<file path="config.mk">
export PLATFORM = sky130hd
export DESIGN_NAME = mem_access_sequencer
export DESIGN_NICKNAME = d
export VERILOG_FILES = /design/src/rtl/mem_access_sequencer.sv
export SDC_FILE = /design/constraint.sdc
export NUM_CORES = 1
export LEC_CHECK = 0
export CAP_MARGIN = 20
export CORE_UTILIZATION = 51
export DETAILED_ROUTE_END_ITERATION = 12
export PLACE_DENSITY_LB_ADDON = 0.05
export SLEW_MARGIN = 20
export SYNTH_ARGS = -nofsm -noshare
export SYNTH_HDL_FRONTEND = slang
export SYNTH_SLANG_ARGS = --single-unit
</file>
<file path="constraint.sdc">
create_clock -name clk -period 4.65 [get_ports clk]
set_input_delay 1.395 -clock clk [delete_from_list [all_inputs] [get_ports clk]]
set_output_delay 1.395 -clock clk [all_outputs]
set_load 0.005 [all_outputs]
</file>
<file path="src/rtl/mem_access_sequencer.sv">
// Memory-stage access sequencer: direct, byte and multi-level indirect loads/stores
// against a single-ported data memory, with pipeline abort and drain handling.
module mem_access_sequencer #(
  parameter int unsigned WIDTH   = 16,
  parameter int unsigned ADDR_W  = 16,
  parameter int unsigned MAX_IND = 1,
  parameter int unsigned LANES   = WIDTH / 8
) (
  input  logic                         clk,
  input  logic                         reset,
  input  logic                         req_valid,
  output logic                         req_ready,
  input  logic [1:0]                   req_op,
  input  logic [$clog2(MAX_IND+1)-1:0] req_ind,
  input  logic [ADDR_W-1:0]            req_addr,
  input  logic [WIDTH-1:0]             req_wdata,
  input  logic                         abort,
  output logic                         mem_read,
  output logic                         mem_write,
  output logic [ADDR_W-1:0]            mem_address,
  output logic [WIDTH-1:0]             mem_wdata,
  output logic [LANES-1:0]             mem_byte_enable,
  input  logic                         mem_resp,
  input  logic [WIDTH-1:0]             mem_rdata,
  output logic                         rsp_valid,
  output logic [WIDTH-1:0]             rsp_rdata,
  output logic                         stall
);

  localparam int unsigned IndW  = $clog2(MAX_IND + 1);
  localparam int unsigned LaneW = (LANES > 1) ? $clog2(LANES) : 1;

  typedef enum logic [2:0] {StIdle, StInd, StAcc, StResp, StDrain} state_e;

  state_e             state_q;
  logic [1:0]         op_q;
  logic [WIDTH-1:0]   wdata_q;
  logic [ADDR_W-1:0]  addr_q;
  logic [IndW-1:0]    ind_cnt_q;
  logic               mem_read_q;
  logic               mem_write_q;
  logic [ADDR_W-1:0]  mem_address_q;
  logic [WIDTH-1:0]   mem_wdata_q;
  logic [LANES-1:0]   mem_be_q;
  logic               rsp_valid_q;
  logic [WIDTH-1:0]   rsp_rdata_q;

  logic [IndW-1:0]    ind_clamped;
  logic [ADDR_W-1:0]  rd_addr;
  logic [ADDR_W-1:0]  acc_addr;
  logic [1:0]         acc_op;
  logic [WIDTH-1:0]   acc_wd;
  logic [LaneW-1:0]   acc_lane;
  logic [LaneW-1:0]   cur_lane;
  logic               acc_read;
  logic               acc_write;
  logic [LANES-1:0]   acc_be;
  logic [WIDTH-1:0]   acc_wdata;
  logic [WIDTH-1:0]   rd_shifted;
  logic [WIDTH-1:0]   load_data;

  // op encoding: bit 0 selects store, bit 1 selects byte access
  always_comb begin
    ind_clamped = req_ind;
    if (32'(req_ind) > MAX_IND) begin
      ind_clamped = IndW'(MAX_IND);
    end
  end

  assign rd_addr = mem_rdata[ADDR_W-1:0];

  // The final access is set up either straight from the request or from the last pointer read.
  always_comb begin
    acc_addr  = (state_q == StIdle) ? req_addr  : rd_addr;
    acc_op    = (state_q == StIdle) ? req_op    : op_q;
    acc_wd    = (state_q == StIdle) ? req_wdata : wdata_q;
    acc_lane  = acc_addr[LaneW-1:0];
    acc_read  = ~acc_op[0];
    acc_write = acc_op[0];
    acc_be    = '1;
    acc_wdata = '0;
    if (acc_op[0]) begin
      if (acc_op[1]) begin
        acc_be           = '0;
        acc_be[acc_lane] = 1'b1;
        acc_wdata        = {LANES{acc_wd[7:0]}};
      end else begin
        acc_wdata = acc_wd;
      end
    end
  end

  always_comb begin
    cur_lane   = addr_q[LaneW-1:0];
    rd_shifted = mem_rdata >> {cur_lane, 3'b000};
    load_data  = op_q[1] ? WIDTH'(rd_shifted[7:0]) : mem_rdata;
  end

  always_ff @(posedge clk or posedge reset) begin
    if (reset) begin
      state_q       <= StIdle;
      op_q          <= '0;
      wdata_q       <= '0;
      addr_q        <= '0;
      ind_cnt_q     <= '0;
      mem_read_q    <= 1'b0;
      mem_write_q   <= 1'b0;
      mem_address_q <= '0;
      mem_wdata_q   <= '0;
      mem_be_q      <= '0;
      rsp_valid_q   <= 1'b0;
      rsp_rdata_q   <= '0;
    end else begin
      rsp_valid_q <= 1'b0;
      unique case (state_q)
        StIdle: begin
          if (req_valid) begin
            op_q          <= req_op;
            wdata_q       <= req_wdata;
            addr_q        <= req_addr;
            ind_cnt_q     <= ind_clamped;
            mem_address_q <= req_addr;
            if (ind_clamped != '0) begin
              state_q     <= StInd;
              mem_read_q  <= 1'b1;
              mem_write_q <= 1'b0;
              mem_be_q    <= '1;
              mem_wdata_q <= '0;
            end else begin
              state_q     <= StAcc;
              mem_read_q  <= acc_read;
              mem_write_q <= acc_write;
              mem_be_q    <= acc_be;
              mem_wdata_q <= acc_wdata;
            end
          end
        end
        StInd: begin
          if (mem_resp) begin
            addr_q    <= rd_addr;
            ind_cnt_q <= ind_cnt_q - IndW'(1);
            if (abort) begin
              state_q    <= StIdle;
              mem_read_q <= 1'b0;
            end else if (ind_cnt_q > IndW'(1)) begin
              mem_address_q <= rd_addr;
            end else begin
              state_q       <= StAcc;
              mem_address_q <= rd_addr;
              mem_read_q    <= acc_read;
              mem_write_q   <= acc_write;
              mem_be_q      <= acc_be;
              mem_wdata_q   <= acc_wdata;
            end
          end else if (abort) begin
            state_q <= StDrain;
          end
        end
        StAcc: begin
          if (mem_resp) begin
            mem_read_q  <= 1'b0;
            mem_write_q <= 1'b0;
            if (abort) begin
              state_q <= StIdle;
            end else begin
              state_q     <= StResp;
              rsp_valid_q <= 1'b1;
              if (!op_q[0]) begin
                rsp_rdata_q <= load_data;
              end
            end
          end else if (abort) begin
            state_q <= StDrain;
          end
        end
        StResp: begin
          state_q <= StIdle;
        end
        StDrain: begin
          // Wait out the outstanding access; its data is discarded.
          if (mem_resp) begin
            state_q     <= StIdle;
            mem_read_q  <= 1'b0;
            mem_write_q <= 1'b0;
          end
        end
        default: begin
          state_q <= StIdle;
        end
      endcase
    end
  end

  assign req_ready       = (state_q == StIdle);
  assign stall           = (state_q != StIdle);
  assign mem_read        = mem_read_q;
  assign mem_write       = mem_write_q;
  assign mem_address     = mem_address_q;
  assign mem_wdata       = mem_wdata_q;
  assign mem_byte_enable = mem_be_q;
  assign rsp_valid       = rsp_valid_q;
  assign rsp_rdata       = rsp_rdata_q;

endmodule

</file>
==> impl_metrics.yaml <==
run_status:
  status: "finished clean"
grt:
  grt_max_degree: 76
  grt-ovfl-total: 0
  grt_antenna_before_repair: 0
  grtUsageTotal_pct: 25.3
  grt_pass1_vias: 2883
  grt_pass1_wl_microns: 14500
clock_tree:
  cts_setup_buffers: 0
  cts_tree: "done"
  cts_resized: 0
  cts-root-buf: "clkbuf_8"
  htree_levels: 3
  holdBufCountCts: 0
  clock_path_buffers: 2
  cts_buffers: 9
  clk_pin_slew_ps: 70
  insertion_delay_ps: 340
  clkSinkCount: 75
route:
  drc: 0
  maxUsedRoutingLayer: "met4"
  first_iter_violations: 205
  dr_wl_met3_microns: 452
  vias_per_cell: 5.43
  dr.pass1.iters: 4
  wl_microns: 8930
  wl_met1_microns: 3980
  ant_nets: 0
  wire_per_inst_microns: 16.5
  vias: 2946
  wl_met2_microns: 4420
critical_path:
  end_kind: "primary output"
  crit_start: "state_q[0]"
  crit_required_ps: 3250
  crit_end: "stall"
  worstSetupStartpointType: "flop"
  arrival_ps: 2230
  r2r_slack_ps: 1880
  rr_endpoint: "addr_q[0]"
  r2r_start: "state_q[0]"
  reg2reg_depth: 5
  path_max_fanout: 19
  critical_path_class: "flop to primary output"
hold_path:
  hold_class: "flop to flop"
synthesis:
  ys_ff_latch: 75
  async_flop_share_pct: 100
  synth_top_area_share_pct: 51.9
  synthesis.area_sq_um: 3620
  synth_area_leader_cell: "dfrtp_1"
  synth_cell_types: 37
  synth-seq-area-share_pct: 51.9
  synth-edff-count: 0
  syn_nets: 398
  avgSynthCellArea_sq_um: 10.6
  yosysWarnings: 0
  synth_top_flop_cell: "dfrtp_1"
  synth_area_leaders: "dfrtp_1 (52%), mux2i_1 (14%), nand2_1 (6.3%), mux2_2 (6.2%), o21ai_0 (4.8%)"
  syn_inst: 342
die:
  die_x_microns: 86.2
  die_area_sq_um: 7430
  fp.dieH_microns: 86.2
  coreArea_sq_um: 6830
  start_util_pct: 52.9
  num_rows: 30
  io_pins: 111
place:
  place.gp.congestion: 0.818
  portBuffers: 110
  post_dp_cell_area_sq_um: 4760
  hpwl_microns: 6190
timing:
  drv_slew: 0
  min_period_ps: 3620
  setup_tns_ps: 0
  setup_viol: 0
  fin_skew_ps: 11.6
  clock.fmax_ghz: 0.276
  relSlewSlack_pct: 37.8
  hold_viol_final: 0
  worst_pin_slew_ps: 933
  rsz0062_at_grt: "false"
  fin_crit_sh_pct: 77.9
finish:
  antenna_cells: 0
  nFillCells: 520
  nets: 499
  fin_area_sq_um: 4960
  final-seq-area_sq_um: 1880
  area_growth_pct: 37.3
  multi_input_area_sq_um: 1610
  drive_gt1_share_pct: 10.1
  final_core_util_pct: 72.7
pwr:
  p_leak_nw: 2.16
  power_density_nw_per_um2: 643
  ir_drop_mv: 0.364
flow_run:
  cap_viol_max_count: 0
-- power breakdown --
group / total, mW / switching, mW / internal [mW] / leakage [nW]
clock network: 0.505 / 0.231 / 0.273 / 0.0974
logic: 1.47 / 0.630 / 0.841 / 1.12
registers: 1.22 / 0.256 / 0.961 / 0.937
total: 3.19 / 1.12 / 2.08 / 2.16
-- kinds of logic after synthesis --
| logic type | after synthesis | synth area share [%] |
|---|---|---|
| AOI/OAI and AO/OA | 65 | 10.9 |
| DFF | 75 | 51.9 |
| and+or+nand+nor | 101 | 13.1 |
| muxes | 71 | 20.3 |
| buffers and inverters | 30 | 3.74 |
-- worst min path at each step --
stage | from | depth (start not counted) | endpoint
detailed placement | mem_address[2] | 2 | mem_address[2]
global route | mem_address[2] | 2 | mem_address[2]
global placement | rsp_rdata[12] | 2 | rsp_rdata[12]
finish | rsp_rdata[5] | 2 | rsp_rdata[5]
CTS | mem_address[2] | 2 | mem_address[2]
floorplan | mem_address[0] | 2 | mem_address[0]
-- critical path, cell delays in order, from the launching register on --
cell             delay, ps
dfrtp_1                600
nor3_4                 580
inv_4                  210
clkdlybuf4s50_1        500
-- routing by layer --
layer,vias to the layer above,track usage (%)
met4,0,8.64
met5,-,0
met3,9,4.38
li1,1401,-
met2,93,41.6
met1,1443,34.2
-- synthesized netlist by cell type, types with 2 or more instances --
cell	count
dfrtp_1	75
nor2_1	9
clkbuf_1	13
nor4b_1	2
nor4_1	2
buf_4	3
a21oi_1	6
nand2_1	61
buf_2	7
a32o_1	8
nand4_1	2
inv_1	5
mux2i_1	51
nor3b_1	2
nand2b_1	11
nor3_1	2
nor2b_1	2
mux2_2	20
nand3b_1	2
o21ai_1	8
o21ai_0	35
-- state kept, by name (all words and copies together) (netlist names), 2 cells and up --
register         cells
wdata_q             16
rsp_rdata           16
op_q                 2
state_q              3
mem_address         16
mem_byte_enable      2
mem_wdata           16
-- final cells by class --
class                   instances  share of cell area (%)
clock inverters                 4                    1.01
well taps                      96                    2.42
repair buffers                114                    22.8
flip-flops and latches         75                    37.8
clock buffers                  11                    3.05
inverters                       6                   0.504
multi-input cells             237                    32.4
-- per-stage QoR --
| stage | setup WS [ps] | cells | total power [mW] | hold slack, ps |
|---|---|---|---|---|
| 2_1_floorplan | 1350 | 342 | 1.99 | 473 |
| 3_3_place_gp | 1160 | 528 | 2.65 | 460 |
| 3_5_place_dp | 1100 | 528 | 2.70 | 471 |
| 4_1_cts | 1020 | 543 | 3.21 | 487 |
| 5_1_grt | 891 | 543 | 3.42 | 512 |
| 6_report | 1030 | 543 | 3.19 | 483 |
-- layout by cell type (no fill, tap or decap), types with 2 or more instances in the layout --
cell type,Yosys,final
nor2b_1,2,2
a21oi_1,6,6
o21ai_0,35,35
nand2b_1,11,11
nand2_1,61,61
inv_1,5,4
nor4_1,2,2
nand3b_1,2,2
a32o_1,8,8
nand4_1,2,2
o21ai_1,8,8
dfrtp_1,75,75
buf_4,3,4
clkbuf_8,0,11
mux2i_1,51,51
clkdlybuf4s50_1,0,110
nor2_1,9,9
mux2_2,20,20
nor3_1,2,2
clkinvlp_4,0,2
nor4b_1,2,2
No activity file was read; power rests on OpenSTA's default activity.
